--- config.mk ---
export PLATFORM = sky130hd
export DESIGN_NAME = sim_run_ctrl
export DESIGN_NICKNAME = d
export VERILOG_FILES = /design/src/rtl/sim_run_ctrl_pkg.sv /design/src/rtl/sim_run_ctrl_sat_counter.sv /design/src/rtl/sim_run_ctrl.sv
export SDC_FILE = /design/constraint.sdc
export NUM_CORES = 1
export LEC_CHECK = 0
export BUFFER_PORTS_ARGS = -buffer_cell sky130_fd_sc_hd__buf_2
export CORE_UTILIZATION = 40
export CTS_BUF_LIST = sky130_fd_sc_hd__clkbuf_16
export DETAILED_ROUTE_END_ITERATION = 8
export PLACE_DENSITY = 0.7
export SLEW_MARGIN = 0
export SYNTH_ARGS = -nofsm -noshare
export SYNTH_HDL_FRONTEND = slang
export SYNTH_SLANG_ARGS = --single-unit
--- constraint.sdc ---
create_clock -name clk -period 7.5 [get_ports clk]
set_input_delay 0.375 -clock clk [delete_from_list [all_inputs] [get_ports clk]]
set_output_delay 0.375 -clock clk [all_outputs]
set_load 0.02 [all_outputs]
--- src/rtl/sim_run_ctrl_pkg.sv ---
// sim_run_ctrl_pkg: shared states, end causes and halt encodings for sim_run_ctrl
package sim_run_ctrl_pkg;
    typedef enum logic [1:0] {
        ST_RST_HOLD = 2'd0,
        ST_RUN      = 2'd1,
        ST_DRAIN    = 2'd2,
        ST_DONE     = 2'd3
    } run_state_e;
    typedef enum logic [2:0] {
        CAUSE_NONE     = 3'd0,
        CAUSE_ECALL    = 3'd1,
        CAUSE_SELFLOOP = 3'd2,
        CAUSE_TIMEOUT  = 3'd3,
        CAUSE_STALL    = 3'd4
    } run_cause_e;
    localparam logic [31:0] INSN_ECALL    = 32'h0000_0073;
    localparam logic [31:0] INSN_SELFLOOP = 32'h0000_006F;
endpackage

--- src/rtl/sim_run_ctrl_sat_counter.sv ---
// sat_counter: W-bit up counter with clear that sticks at all-ones instead of wrapping
module sat_counter
    import sim_run_ctrl_pkg::*;
#(
    parameter int W = 32
) (
    input  logic         clk,
    input  logic         rst,
    input  logic         clr_i,
    input  logic         inc_i,
    output logic [W-1:0] cnt_o
);
    logic [W-1:0] cnt_q, cnt_d;
    always_comb cnt_d = clr_i ? '0 : (inc_i && cnt_q != '1) ? cnt_q + W'(1) : cnt_q;
    always_ff @(posedge clk) begin
        if (rst) cnt_q <= '0;
        else     cnt_q <= cnt_d;
    end
    assign cnt_o = cnt_q;
endmodule

--- src/rtl/sim_run_ctrl.sv ---
// sim_run_ctrl: pd5 bench run sequencer; SIM_RUN_CTRL_STALL_WDT_EN adds a no-retire stall watchdog
module sim_run_ctrl
    import sim_run_ctrl_pkg::*;
#(
    parameter int RESET_CYCLES = 5,
    parameter int TIMEOUT      = 100000,
    parameter int DRAIN_CYCLES = 4,
    parameter int CNT_W        = 32,
    parameter int STALL_LIMIT  = 1024
) (
    input  logic             clk,
    input  logic             rst,
    input  logic             retire_valid,
    input  logic [31:0]      retire_pc,
    input  logic [31:0]      retire_insn,
    input  logic [31:0]      exit_code,
    output logic             core_rst,
    output logic             run,
    output logic [CNT_W-1:0] cycle_count,
    output logic [CNT_W-1:0] instr_count,
    output logic             done,
    output logic             pass,
    output logic [2:0]       cause
);
    if (RESET_CYCLES < 1) begin : g_bad_reset_cycles
        $error("sim_run_ctrl: RESET_CYCLES must be >= 1");
    end
    if (TIMEOUT < 1) begin : g_bad_timeout
        $error("sim_run_ctrl: TIMEOUT must be >= 1");
    end
    if (STALL_LIMIT < 1) begin : g_bad_stall_limit
        $error("sim_run_ctrl: STALL_LIMIT must be >= 1");
    end

    localparam logic [31:0]      RST_LAST   = 32'(RESET_CYCLES - 1);
    localparam logic [31:0]      DRAIN_LAST = 32'((DRAIN_CYCLES == 0) ? 0 : DRAIN_CYCLES - 1);
    localparam logic [CNT_W-1:0] TO_LAST    = CNT_W'(TIMEOUT - 1);

    run_state_e  state_q, state_d;
    run_cause_e  cause_q, cause_d;
    logic [31:0] phase_q, phase_d, exit_q, exit_d;
    logic        core_rst_q, core_rst_d, run_q, run_d, done_q, done_d, pass_q, pass_d;
    logic        in_run, halt, timeout_hit, stall_hit, cyc_inc, unused_pc;

    assign in_run      = state_q == ST_RUN;
    assign halt        = in_run && retire_valid &&
                         (retire_insn == INSN_ECALL || retire_insn == INSN_SELFLOOP);
    assign timeout_hit = in_run && cycle_count == TO_LAST;
    // A halt edge still counts its cycle; a watchdog exit freezes the count at the limit.
    assign cyc_inc     = in_run && (halt || !(timeout_hit || stall_hit));
    assign unused_pc   = ^retire_pc;

    sat_counter #(.W(CNT_W)) u_cycle_cnt (
        .clk   (clk),
        .rst   (rst),
        .clr_i (1'b0),
        .inc_i (cyc_inc),
        .cnt_o (cycle_count)
    );

    sat_counter #(.W(CNT_W)) u_instr_cnt (
        .clk   (clk),
        .rst   (rst),
        .clr_i (1'b0),
        .inc_i (in_run && retire_valid),
        .cnt_o (instr_count)
    );

`ifdef SIM_RUN_CTRL_STALL_WDT_EN
    logic [CNT_W-1:0] stall_cnt;
    sat_counter #(.W(CNT_W)) u_stall_cnt (
        .clk   (clk),
        .rst   (rst),
        .clr_i (in_run && retire_valid),
        .inc_i (in_run && !retire_valid),
        .cnt_o (stall_cnt)
    );
    assign stall_hit = in_run && !retire_valid && stall_cnt == CNT_W'(STALL_LIMIT - 1);
`else
    assign stall_hit = 1'b0;
`endif

    always_comb begin
        state_d    = state_q;
        phase_d    = phase_q;
        exit_d     = exit_q;
        cause_d    = cause_q;
        core_rst_d = core_rst_q;
        run_d      = run_q;
        done_d     = done_q;
        pass_d     = pass_q;
        case (state_q)
            ST_RST_HOLD: begin
                phase_d = phase_q + 32'd1;
                if (phase_q == RST_LAST) begin
                    state_d    = ST_RUN;
                    phase_d    = '0;
                    core_rst_d = 1'b0;
                    run_d      = 1'b1;
                end
            end
            ST_RUN: begin
                if (halt) begin
                    state_d = ST_DRAIN;
                    phase_d = '0;
                    exit_d  = exit_code;
                    cause_d = (retire_insn == INSN_ECALL) ? CAUSE_ECALL : CAUSE_SELFLOOP;
                    run_d   = 1'b0;
                end else if (timeout_hit || stall_hit) begin
                    state_d = ST_DONE;
                    cause_d = timeout_hit ? CAUSE_TIMEOUT : CAUSE_STALL;
                    run_d   = 1'b0;
                    done_d  = 1'b1;
                    pass_d  = 1'b0;
                end
            end
            ST_DRAIN: begin
                phase_d = phase_q + 32'd1;
                if (phase_q == DRAIN_LAST) begin
                    state_d = ST_DONE;
                    done_d  = 1'b1;
                    pass_d  = exit_q == '0;
                end
            end
            ST_DONE: ;
            default: begin
                state_d    = ST_RST_HOLD;
                phase_d    = '0;
                cause_d    = CAUSE_NONE;
                core_rst_d = 1'b1;
                run_d      = 1'b0;
                done_d     = 1'b0;
                pass_d     = 1'b0;
            end
        endcase
    end

    always_ff @(posedge clk) begin
        if (rst) begin
            state_q    <= ST_RST_HOLD;
            phase_q    <= '0;
            exit_q     <= '0;
            cause_q    <= CAUSE_NONE;
            core_rst_q <= 1'b1;
            run_q      <= 1'b0;
            done_q     <= 1'b0;
            pass_q     <= 1'b0;
        end else begin
            state_q    <= state_d;
            phase_q    <= phase_d;
            exit_q     <= exit_d;
            cause_q    <= cause_d;
            core_rst_q <= core_rst_d;
            run_q      <= run_d;
            done_q     <= done_d;
            pass_q     <= pass_d;
        end
    end

    assign core_rst = core_rst_q;
    assign run      = run_q;
    assign done     = done_q;
    assign pass     = pass_q;
    assign cause    = cause_q;
endmodule
==> results of run 1 <==
-- flip-flops by register name, summed over array words and instances (netlist names) --
signal	count
state_q	2
u_instr_cnt.cnt_o	32
u_cycle_cnt.cnt_o	32
run	1
core_rst	1
done	1
exit_q	32
phase_q	32
cause	2
pass	1
-- critical path: cells and delay by family (launching register included) --
kind,cells,cell delay (ns)
AO/OA/AOI/OAI,1,0.52
buffers and inverters,2,0.44
multiplexers,1,0.36
AND/OR/NAND/NOR,4,1.67
adder cells (fa/ha/maj),1,0.36
flip-flops,1,0.34
-- final cells by class --
cell class                 instances  area [um2]  share of cell area
timing repair buffer             143         736              0.0904
multi-input combinational        608        3770               0.463
inverter                          19        71.3             0.00876
tap                              220         275              0.0338
clock buffer                      17         425              0.0523
sequential                       136        2720               0.335
clock inverter                    15         136              0.0168
-- synthesized netlist by cell type (2+ instances only) --
master                      instances
sky130_fd_sc_hd__mux2i_1           36
sky130_fd_sc_hd__or3_1             34
sky130_fd_sc_hd__nand2b_1           4
sky130_fd_sc_hd__mux2_1             3
sky130_fd_sc_hd__o31ai_1           11
sky130_fd_sc_hd__nor2_1            96
sky130_fd_sc_hd__or4_1             12
sky130_fd_sc_hd__buf_6              3
sky130_fd_sc_hd__a21o_1             2
sky130_fd_sc_hd__nor4_2             3
sky130_fd_sc_hd__nor3_1            16
sky130_fd_sc_hd__nand4_1           25
sky130_fd_sc_hd__nor2b_1           13
sky130_fd_sc_hd__buf_2             10
sky130_fd_sc_hd__dfxtp_1          136
sky130_fd_sc_hd__nand3b_1           3
sky130_fd_sc_hd__and4_1             5
sky130_fd_sc_hd__a211oi_1           4
sky130_fd_sc_hd__o41ai_1            2
sky130_fd_sc_hd__and2_1             4
sky130_fd_sc_hd__o21ai_0           47
sky130_fd_sc_hd__o211ai_1           5
sky130_fd_sc_hd__o21ai_1            3
sky130_fd_sc_hd__inv_1             19
sky130_fd_sc_hd__ha_1               8
sky130_fd_sc_hd__mux2_2             7
sky130_fd_sc_hd__and3_1            22
sky130_fd_sc_hd__a21oi_1           53
sky130_fd_sc_hd__or4_4              2
sky130_fd_sc_hd__xnor2_1           14
sky130_fd_sc_hd__nand4b_1           4
sky130_fd_sc_hd__nor4_1            43
sky130_fd_sc_hd__nand2_1           43
sky130_fd_sc_hd__xor2_1            22
sky130_fd_sc_hd__clkbuf_1          29
sky130_fd_sc_hd__nand3_1           39
sky130_fd_sc_hd__nor4b_1            3
sky130_fd_sc_hd__o2111ai_1          3
-- where the power goes --
part | leakage [uW] | switching (uW) | internal, uW
Clock | 0.000261 | 310 | 482
Combinational | 0.00168 | 204 | 101
Sequential | 0.00110 | 13.1 | 738
-- kinds of logic (layout without fill, tap and decap cells) --
kind of cell | Yosys count | count (layout) | synth area share
other | 1 | 1 | 0.000555
XOR/XNOR | 36 | 36 | 0.0467
multiplexers | 46 | 46 | 0.0700
AO/OA/AOI/OAI | 138 | 138 | 0.119
flip-flops | 136 | 136 | 0.403
buffers and inverters | 63 | 194 | 0.0407
AND/OR/NAND/NOR | 379 | 379 | 0.306
adder cells (fa/ha/maj) | 8 | 8 | 0.0148
-- per-stage QoR --
stage | worst slack (ns) | hold slack [ns] | instances
2_1_floorplan | 4.87 | 0.451 | 807
3_3_place_gp | 3.76 | 0.433 | 1126
3_5_place_dp | 3.71 | 0.437 | 1126
4_1_cts | 3.70 | 0.181 | 1158
5_1_grt | 3.48 | 0.188 | 1158
6_report | 3.68 | 0.197 | 1158
-- worst max path at each step --
stage,endpoint,slack [ns],cells past startpoint,start
2_1_floorplan,u_instr_cnt.cnt_o[18],4.87,9,u_instr_cnt.cnt_o[0]
3_3_place_gp,u_cycle_cnt.cnt_o[31],3.76,9,state_q[1]
3_5_place_dp,u_cycle_cnt.cnt_o[31],3.71,9,state_q[1]
4_1_cts,u_cycle_cnt.cnt_o[31],3.70,9,state_q[1]
5_1_grt,u_cycle_cnt.cnt_o[31],3.48,9,state_q[1]
6_report,u_cycle_cnt.cnt_o[31],3.68,9,state_q[1]
-- layer usage --
layer,share of wire,track usage
met5,0,0
met4,0.0095,0.0562
met3,0.063,0.0477
met2,0.47,0.316
met1,0.46,0.249
==> impl_summary.md, run 1 <==
Synth
Sorting the synthesized cells by area gives the leading types as sky130_fd_sc_hd__dfxtp_1 40%, sky130_fd_sc_hd__mux2i_1 5.3%, sky130_fd_sc_hd__nor2_1 5.3%. Each instance of the synthesized netlist takes up on average 8.37 um2. The number of register bits inferred by synthesis is 136.

Counting flops with a built-in enable in the synthesized netlist gives 0. The top cell type by total area after synthesis is sky130_fd_sc_hd__dfxtp_1. The share of Yosys cell area claimed by the top area cell type is 0.403. The synthesized cell area is 6760 um2. The synthesized netlist contains 57 unique library cells. Of all flip-flops after synthesis, the portion carrying an async set or reset was 0. Of the synthesized area, sequential elements account for 0.403. The synthesized net count is 914. The Yosys step of the flow raised 0 warnings. The most used flip-flop cell after synthesis is sky130_fd_sc_hd__dfxtp_1. The cell count after synthesis came out at 807.

Cells and area
The filler cells instantiated in the layout total 1603. The library cells used most frequently in the layout, excluding fill and tap cells, are 136 x sky130_fd_sc_hd__dfxtp_1, 135 x sky130_fd_sc_hd__buf_2, 96 x sky130_fd_sc_hd__nor2_1. 0 antenna diodes ended up in the layout. In the final layout, the share of cells above drive strength 1 is 0.203.

The share of the core filled with cells is 0.493. The commonest non-fill, non-tap cell in the layout is sky130_fd_sc_hd__dfxtp_1. The net count of the finished layout is 1032.

Relative to the synthesized area, the layout overhead comes to 20.5%. Once layout is done, the placed cells without fillers occupy 8140 um2.

Job
The total of max-cap violations is 0.

Clock network
The number of buffers created by CTS is 17. The deepest clock path buffer count is 2. Clock tree synthesis found a total of 136 sinks. The master cell of the clock root buffer is sky130_fd_sc_hd__clkbuf_16.

The post-CTS setup buffer count is 0. The clock edge transition at the registers on the reported setup and hold paths is 0.06 ns. The H-tree generated during clock tree synthesis spans 4 levels. The number of gates resized after CTS was 0. The number of hold-repair buffers added at the cts stage is 0. For the worst-skew pair, the clock arrives at the later sink with an insertion delay of 0.41 ns. TritonCTS built the clock tree.

STA
Setup repair after global routing left no endpoint under its margin. At the pin with the least slew margin, the transition time is 0.855 ns. The max-slew violation count was 0. Adding up every negative setup slack in the final design gives 0 ns.

The final critical-path required period is 3.82 ns. The worst pin sits at a relative slew slack of 0.430. The highest clock rate is 262 MHz. The final setup violation count is 0. The hold violation count in the final report is 0. Dividing the final minimum period by the clock period gives 0.510.

The largest clock skew in the final design is 0.00568 ns.

Route
The number of DRC markers in iteration 0 is 353. After detailed routing, the total wire length is 16.7 mm. In the routed design, unresolved DRC markers number 0.

The number of iterations in the first detailed-routing pass is 5. The number of antenna-violating nets in the routed design is 0. Using the TritonRoute via totals, the vias-per-cell ratio works out to 5.50. In the final routed layout, each cell accounts on average for 14.4 um.

The via count is 6374.

Worst hold path
The worst hold path begins at exit_code[31]. Along the worst hold path, the cell count comes to 3. The destination of the worst hold path is exit_q[31].

In this run the worst hold path is classified as input pin to flip-flop.

Worst setup path
The launch point of the worst reg-to-reg path is state_q[1]. Walking the worst path, the cells encountered are inv_1, ha_1, and2_1, nand2_1, or4_4, a22o_1, buf_4, nor4_1, mux2_2. The slowest cell on the critical path is sky130_fd_sc_hd__or4_4.

The critical path in this run is classified as flip-flop to flip-flop. The type of destination of the critical path is a flip-flop. For the worst setup path, the data arrival time is 4.12 ns. On the worst path, the slowest cell contributes a delay of 0.61 ns. The maximum fanout along the worst path is 33. The worst setup path is launched from a flip-flop. The worst register-to-register path has a depth of 9. The capture instance of the worst register-to-register path is u_cycle_cnt.cnt_o[31]. The required time at the endpoint of the critical path is 7.80 ns.

The minimum setup slack among reg-to-reg paths is 3.68 ns.

Floorplan
The cell row count is 47. The die covers 17400 um2. Measured along the x axis, the die boundary spans 132 um. In this run the standard cell core region covers 16500 um2. 170 I/O pins were placed. The initial utilization of the core area, before any placement, comes to 0.409. The die height is 132 um.

Place
The half-perimeter wire length after detailed placement is 11.8 mm. Routability-driven placement finished with a final weighted congestion of 0.843. The number of port buffers is 136. After detailed placement, the total cell area comes to 7580 um2.

Run status
The run finished with clean final reports.

Power
In this run the power density over the cells is 227 nW/um2. The total power of the final layout is 1850 uW. Across the VDD grid, the largest voltage drop is 0.186 mV. For this design the static power due to leakage is 0.00304 uW.

Global routing
The pin count of the biggest net entering global routing is 87. The number of antenna violations at the first check in global routing is 0. The first global-routing pass estimated 27.6 mm of wire. The total congestion overflow after global routing is 0. Across every metal layer, demand over resource in global routing totals 0.192. The via count of the first global-routing pass is 5736.
No activity file was read; power rests on OpenSTA's default activity.
==> inputs of run 2 (changes only) <==
- PLACE_DENSITY: 0.7 -> 0.72
- clock period: 7.5 -> 3.35 ns (I/O delays scaled with it)
==> impl_summary.md, run 2 (synthesis results as in run 1) <==
Worst setup path
The capture instance of the worst register-to-register path is u_instr_cnt.cnt_o[8]. The launch point of the worst reg-to-reg path is u_instr_cnt.cnt_o[0]. The critical path class is flip-flop to flip-flop. Along the worst path, the maximum fanout reaches 13. The minimum setup slack among reg-to-reg paths is 0.59 ns. STA puts the critical path data required time at 3.65 ns. Data arrives at the worst endpoint at 3.06 ns. The type of destination of the critical path is a flip-flop. The sort of element at the start of the critical path is a flip-flop.

The critical path starts at u_instr_cnt.cnt_o[0]. The number of cells on the worst reg-to-reg path is 7.

Cells and area
The fraction of layout cells with a size suffix above 1 is 0.194. The number of antenna repair diodes is 0. The commonest non-fill, non-tap cell in the layout is sky130_fd_sc_hd__dfxtp_1. After filler insertion, the fill cell instance count of the layout stands at 1476.

Leaving out fill and tap cells, the most frequent cells in the layout are 136 x sky130_fd_sc_hd__dfxtp_1, 135 x sky130_fd_sc_hd__buf_2, 96 x sky130_fd_sc_hd__nor2_1. The share of the core filled with cells is 0.516. Relative to the synthesized area, the layout overhead comes to 26.1%.

The cell area after layout is 8520 um2. The final layout contains 1064 nets.

Clock network
For the worst-skew pair, the clock arrives at the later sink with an insertion delay of 0.42 ns. The master cell of the clock root buffer is sky130_fd_sc_hd__clkbuf_16. Clock-pin slew was measured on the worst setup and hold paths at 0.05 ns. The H-tree level count is 4.

The TritonCTS clock tree is built. The number of buffers created by CTS is 17. The clock net sink count is 136. The longest clock path from root to sink contains 2 buffers.

STA
The max-slew violation count is 0. In the finished design, the share of the clock period the worst path needs comes to 0.825. The final setup violation count is 0. The final worst hold slack is 0.0130 ns. Setup repair after global routing left no endpoint under its margin. The final sum of negative setup slack is 0 ns. The final critical-path required period is 2.76 ns. The transition time of the tightest slew-check pin is 0.748 ns.

Measured against its own limit, the worst slew margin works out to 0.502. Across the routed clock network, the largest skew measured is 0.00609 ns. The hold violation count in the final report is 0. Derived from the worst setup path, the maximum achievable clock frequency is 362 MHz.

In the post-route analysis, the smallest setup slack over all paths is 0.586 ns.

Route
Once detail routing completed, the nets flagged for antenna violations numbered 0. The number of iterations in the first detailed-routing pass is 6. The via count is 6595.

In the routed design, unresolved DRC markers number 0. In this run, the number of DRC markers left after iteration 0 of detailed routing was 479. Dividing the detail-routed wire length by the instance count gives 14.6 um.

The average vias per placed instance is 5.55. For this block, the routed nets add up to 17.3 mm of wire.

Global routing
Across every metal layer, demand over resource in global routing totals 0.204. Entering global routing, the biggest net connects 73 pins. The global routing stage identified its most utilized layer as met2.

The global routing usage on met2 is 0.335. The first global-routing pass estimated 28.9 mm of wire. The met1 track utilization from global routing is 0.258. The via count of the first global-routing pass is 6087. The total congestion overflow after global routing is 0. The number of antenna violations at the first check in global routing is 0. The met3 usage is 0.0565.

Place
At the placement stage, the worst setup path has a slack of 0.624 ns. The wire-length estimate of the detail-placed layout is 11.7 mm. Once placement finished, the instance area stood at 7630 um2. At the end of routability-driven placement, the weighted congestion stood at 0.834. The number of port buffers is 136.

Worst hold path
The type of the tightest min-delay check is input pin to flip-flop. The worst hold path begins at exit_code[2]. The worst hold path cell count is 3.

The destination of the worst hold path is exit_q[2].

Power
The areal power density over the cells is 505 nW/um2. The peak supply drop is 0.389 mV. The leakage power is 0.00322 uW.

Floorplan
The cell row count is 47. During I/O placement, the number of pins put on the boundary was 170. The width of the die is 132 um.

The die area is 17400 um2. The core footprint is 16500 um2. The effective utilization at floorplan is 0.409. The die height is 132 um.

Job
The total of max-cap violations is 0.

Run status
The run finished with clean final reports.
[run 2: changes by cell type in the layout (fill, tap and decap cells not counted), sizes merged]
cell,before,now
inv,19,20
dlygate4sd3,0,30
buf,143,145
clkinvlp,5,1
bufinv,2,4
[run 2: layout make-up]
| class | instances | area [um2] | area share |
|---|---|---|---|
| clock buffer | 17 | 425 | 0.0499 |
| clock inverter | 14 | 164 | 0.0192 |
| inverter | 19 | 71.3 | 0.00837 |
| multi-input combinational | 608 | 3770 | 0.443 |
| sequential | 136 | 2720 | 0.320 |
| tap | 220 | 275 | 0.0323 |
| timing repair buffer | 175 | 1090 | 0.128 |
[run 2: where the power goes]
part / internal (uW) / switching, uW / leakage, uW
sequential: 1650 / 31.4 / 0.00110
clock: 1220 / 676 / 0.000289
combinational: 272 / 457 / 0.00183
[run 2: how the worst max path moves through the flow]
| stage | end | cells past startpoint | slack [ns] |
|---|---|---|---|
| after floorplan | u_instr_cnt.cnt_o[18] | 9 | 0.72 |
| after global placement | u_cycle_cnt.cnt_o[31] | 8 | 0.65 |
| after detailed placement | u_cycle_cnt.cnt_o[31] | 8 | 0.62 |
| after CTS | u_instr_cnt.cnt_o[8] | 7 | 0.61 |
| after global routing | u_instr_cnt.cnt_o[8] | 7 | 0.39 |
| final | u_instr_cnt.cnt_o[8] | 7 | 0.59 |
[run 2: stage by stage]
stage / total power, uW / std cells
finish: 4310 / 1189
global route: 4500 / 1189
CTS: 4330 / 1189
detailed placement: 2420 / 1128
global placement: 2410 / 1128
floorplan: 2210 / 807
[run 2: per-layer routing]
| metal | routed length, um | vias up |
|---|---|---|
| met5 | 0 | - |
| met4 | 247 | 0 |
| met3 | 1130 | 21 |
| met2 | 8250 | 204 |
| met1 | 7700 | 3115 |
| li1 | - | 3255 |
[run 2: what timing repair did]
item	CTS	global route
hold endpoints to repair	30	0
resized for setup	0	0
setup buffers	0	0
hold buffers	30	0
[run 2: worst max-delay path, cell delays in order, from the launching register on]
cell,delay (ns)
sky130_fd_sc_hd__dfxtp_1,0.38
sky130_fd_sc_hd__ha_1,0.22
sky130_fd_sc_hd__nand2_1,0.08
sky130_fd_sc_hd__or4_4,0.62
sky130_fd_sc_hd__or3_1,0.61
sky130_fd_sc_hd__o21ai_1,0.36
sky130_fd_sc_hd__nor2_1,0.08
sky130_fd_sc_hd__mux2_2,0.29
==> inputs of run 3 (changes only) <==
- PLACE_DENSITY: 0.72 -> 0.7
- clock period: 3.35 -> 2.79 ns (I/O delays scaled with it)
==> impl_summary.md, run 3 (synthesis results as in run 1) <==
Run status
The run finished with clean final reports.

Route
The first TritonRoute pass finished after 4 iterations. The detail route stage leaves a number of antenna-violating nets equal to 0. The via count is 6603. The number of design rule violations left after detail routing is 0. In the routed layout, each cell is associated on average with a via count of 5.47. In the final routed layout, each cell accounts on average for 14.8 um.

The number of DRC markers in iteration 0 is 413. The total wire length after detailed routing is 17.9 mm.

Place
The worst setup slack before clock tree synthesis is -0.0393 ns. The HPWL after detailed placement is 12.2 mm. The weighted congestion at the end of routability-driven global placement is 0.859.

The number of port buffers is 136.

Worst setup path
The type of destination of the critical path is a flip-flop. The total buffers and inverters traversed by the critical path is 0. By startpoint and endpoint, the worst setup path is classified as flip-flop to flip-flop. The maximum single-stage delay on the critical path is 0.62 ns. STA puts the critical path data arrival time at 2.95 ns. The worst setup path is launched from a flip-flop. The required time at the endpoint of the critical path is 3.09 ns. The signal on the critical path passes through ha_1, nand2_1, or4_4, or3_1, o21ai_4, nor4_2, mux2_1. The dominant delay contributor by cell family on the critical path is simple AND/OR/NAND/NOR gates. The slowest stage of the critical path is the sky130_fd_sc_hd__or4_4 cell. The maximum fanout along the worst path is 10.

Cells and area
Of the cells placed in the final design, the portion with a size suffix greater than 1 is 0.210. The post-synthesis to final-layout area growth is 28.0%. After the last flow step, the layout net total stands at 1082. The commonest non-fill, non-tap cell in the layout is sky130_fd_sc_hd__dfxtp_1. In the layout the commonest cells are 136 x sky130_fd_sc_hd__dfxtp_1, 135 x sky130_fd_sc_hd__buf_2, 96 x sky130_fd_sc_hd__nor2_1.

Power
The leakage power is 0.00331 uW. The clock share of power is 0.425. The internal power contribution is 3730 uW. IR analysis of the VDD net gives a maximum drop of 0.447 mV. The net switching power is 1440 uW. Power spread over the standard cell area amounts to 597 nW/um2. The fraction of power spent switching nets is 0.278. Of the total power, combinational logic draws 0.183. The share of total power dissipated in sequential elements is 0.392.

Clock network
The master cell of the clock root buffer is sky130_fd_sc_hd__clkbuf_16. The H-tree was split into 4 levels. In this run the deepest clock path goes through 2 buffers. The number of buffers created by CTS is 17. TritonCTS built the clock tree. The clock net sink count is 136.

The clock latency reported for the late side of the worst-skew pair is 0.42 ns. After clock tree synthesis, the clock-pin slew on the worst setup and hold paths is 0.06 ns.

STA
The transition time of the tightest slew-check pin is 0.683 ns. The hold violation count in the final report came to 0. Setup violations remaining at the end of the flow were counted as 0. The ratio of final minimum period to clock period is 0.947.

After layout, the worst setup slack is 0.148 ns. Between clock sinks in the finished design, the worst skew comes to 0.00790 ns. The worst pin sits at a relative slew slack of 0.545. The max-slew violation count came to 0. The highest clock rate is 378 MHz. The final worst hold slack is 0.0980 ns. Setup repair after global routing left no endpoint under its margin. The routed design could run at a clock period as short as 2.64 ns.

Job
The total of max-cap violations is 0.

Floorplan
The die covers 17400 um2. In this run the core area contains 47 standard-cell rows. For this configuration, the core starts out at a cell density of 0.409. The width of the die is 132 um.

The number of top-level pins is 170. The die height is 132 um. After floorplanning, the core was sized to cover 16500 um2.

Global routing
Entering global routing, the biggest net connects 61 pins. The total congestion overflow after global routing is 0. The via count of the first global-routing pass came to 6175. Across every metal layer, demand over resource in global routing totals 0.209. The first-pass GRT wire length is 29.7 mm. The number of antenna violations at the first check in global routing is 1.

Worst hold path
The min-delay analysis places its worst path in the category input pin to flip-flop.
## run 3: changes by cell type in the layout (fill, tap and decap cells not counted), sizes merged
cell | before | now
dlygate4sd3 | 30 | 32
clkinv | 8 | 6
bufinv | 4 | 3
diode | 0 | 1
inv | 20 | 23
buf | 145 | 161
## run 3: metrics by stage
| stage | cell area [um2] | TNS [ns] | util | cells | power (uW) |
|---|---|---|---|---|---|
| after global routing | 8650 | 0 | 0.524 | 1208 | 5420 |
| final | 8650 | 0 | 0.524 | 1208 | 5160 |
| after global placement | 7750 | -0.117 | 0.469 | 1144 | 2960 |
| after floorplan | 6760 | 0 | - | 807 | 2650 |
| after detailed placement | 7750 | -0.0542 | 0.469 | 1144 | 2970 |
| after CTS | 8640 | 0 | 0.523 | 1207 | 5190 |
## run 3: timing repair
item | 4_1_cts | 5_1_grt
hold buffers | 32 | 0
endpoints found under the setup margin | 0 | 2
endpoints found under the hold margin | 32 | 0
buffers inserted | 0 | 0
gates resized for setup | 0 | 2
## run 3: per-layer routing
layer | track usage | wire length [um]
met1 | 0.260 | 8130
met2 | 0.353 | 8580
met3 | 0.0477 | 825
met4 | 0.0769 | 383
met5 | 0 | 0
## run 3: power groups by stage
stage / clock network, uW / logic, uW / registers (uW)
final: 2190 / 947 / 2020
after global routing: 2340 / 1050 / 2030
after CTS: 2230 / 941 / 2020
after detailed placement: 0 / 903 / 2060
after global placement: 0 / 896 / 2060
after floorplan: 0 / 581 / 2070
## run 3: final timing paths
check | from | to | slack (ns) | depth (start not counted)
hold reg to reg | done | done | 0.44 | 2
hold / removal | retire_insn[0] | cause[0] | 0.1 | 3
setup / recovery | u_instr_cnt.cnt_o[0] | u_instr_cnt.cnt_o[18] | 0.15 | 7
setup reg to reg | u_instr_cnt.cnt_o[0] | u_instr_cnt.cnt_o[18] | 0.15 | 7
## run 3: area by class of cell
class	count	area, um2
sequential	136	2720
fill	1545	7870
antenna	1	2.50
tap	220	275
clock inverter	14	144
multi-input combinational	608	3780
inverter	19	71.3
clock buffer	17	425
timing repair buffer	193	1230
## run 3: tightest hold or removal path, stage by stage
cell and delay, ns:
sky130_fd_sc_hd__buf_2 0.11, sky130_fd_sc_hd__nand3_1 0.12, sky130_fd_sc_hd__a221oi_1 0.09
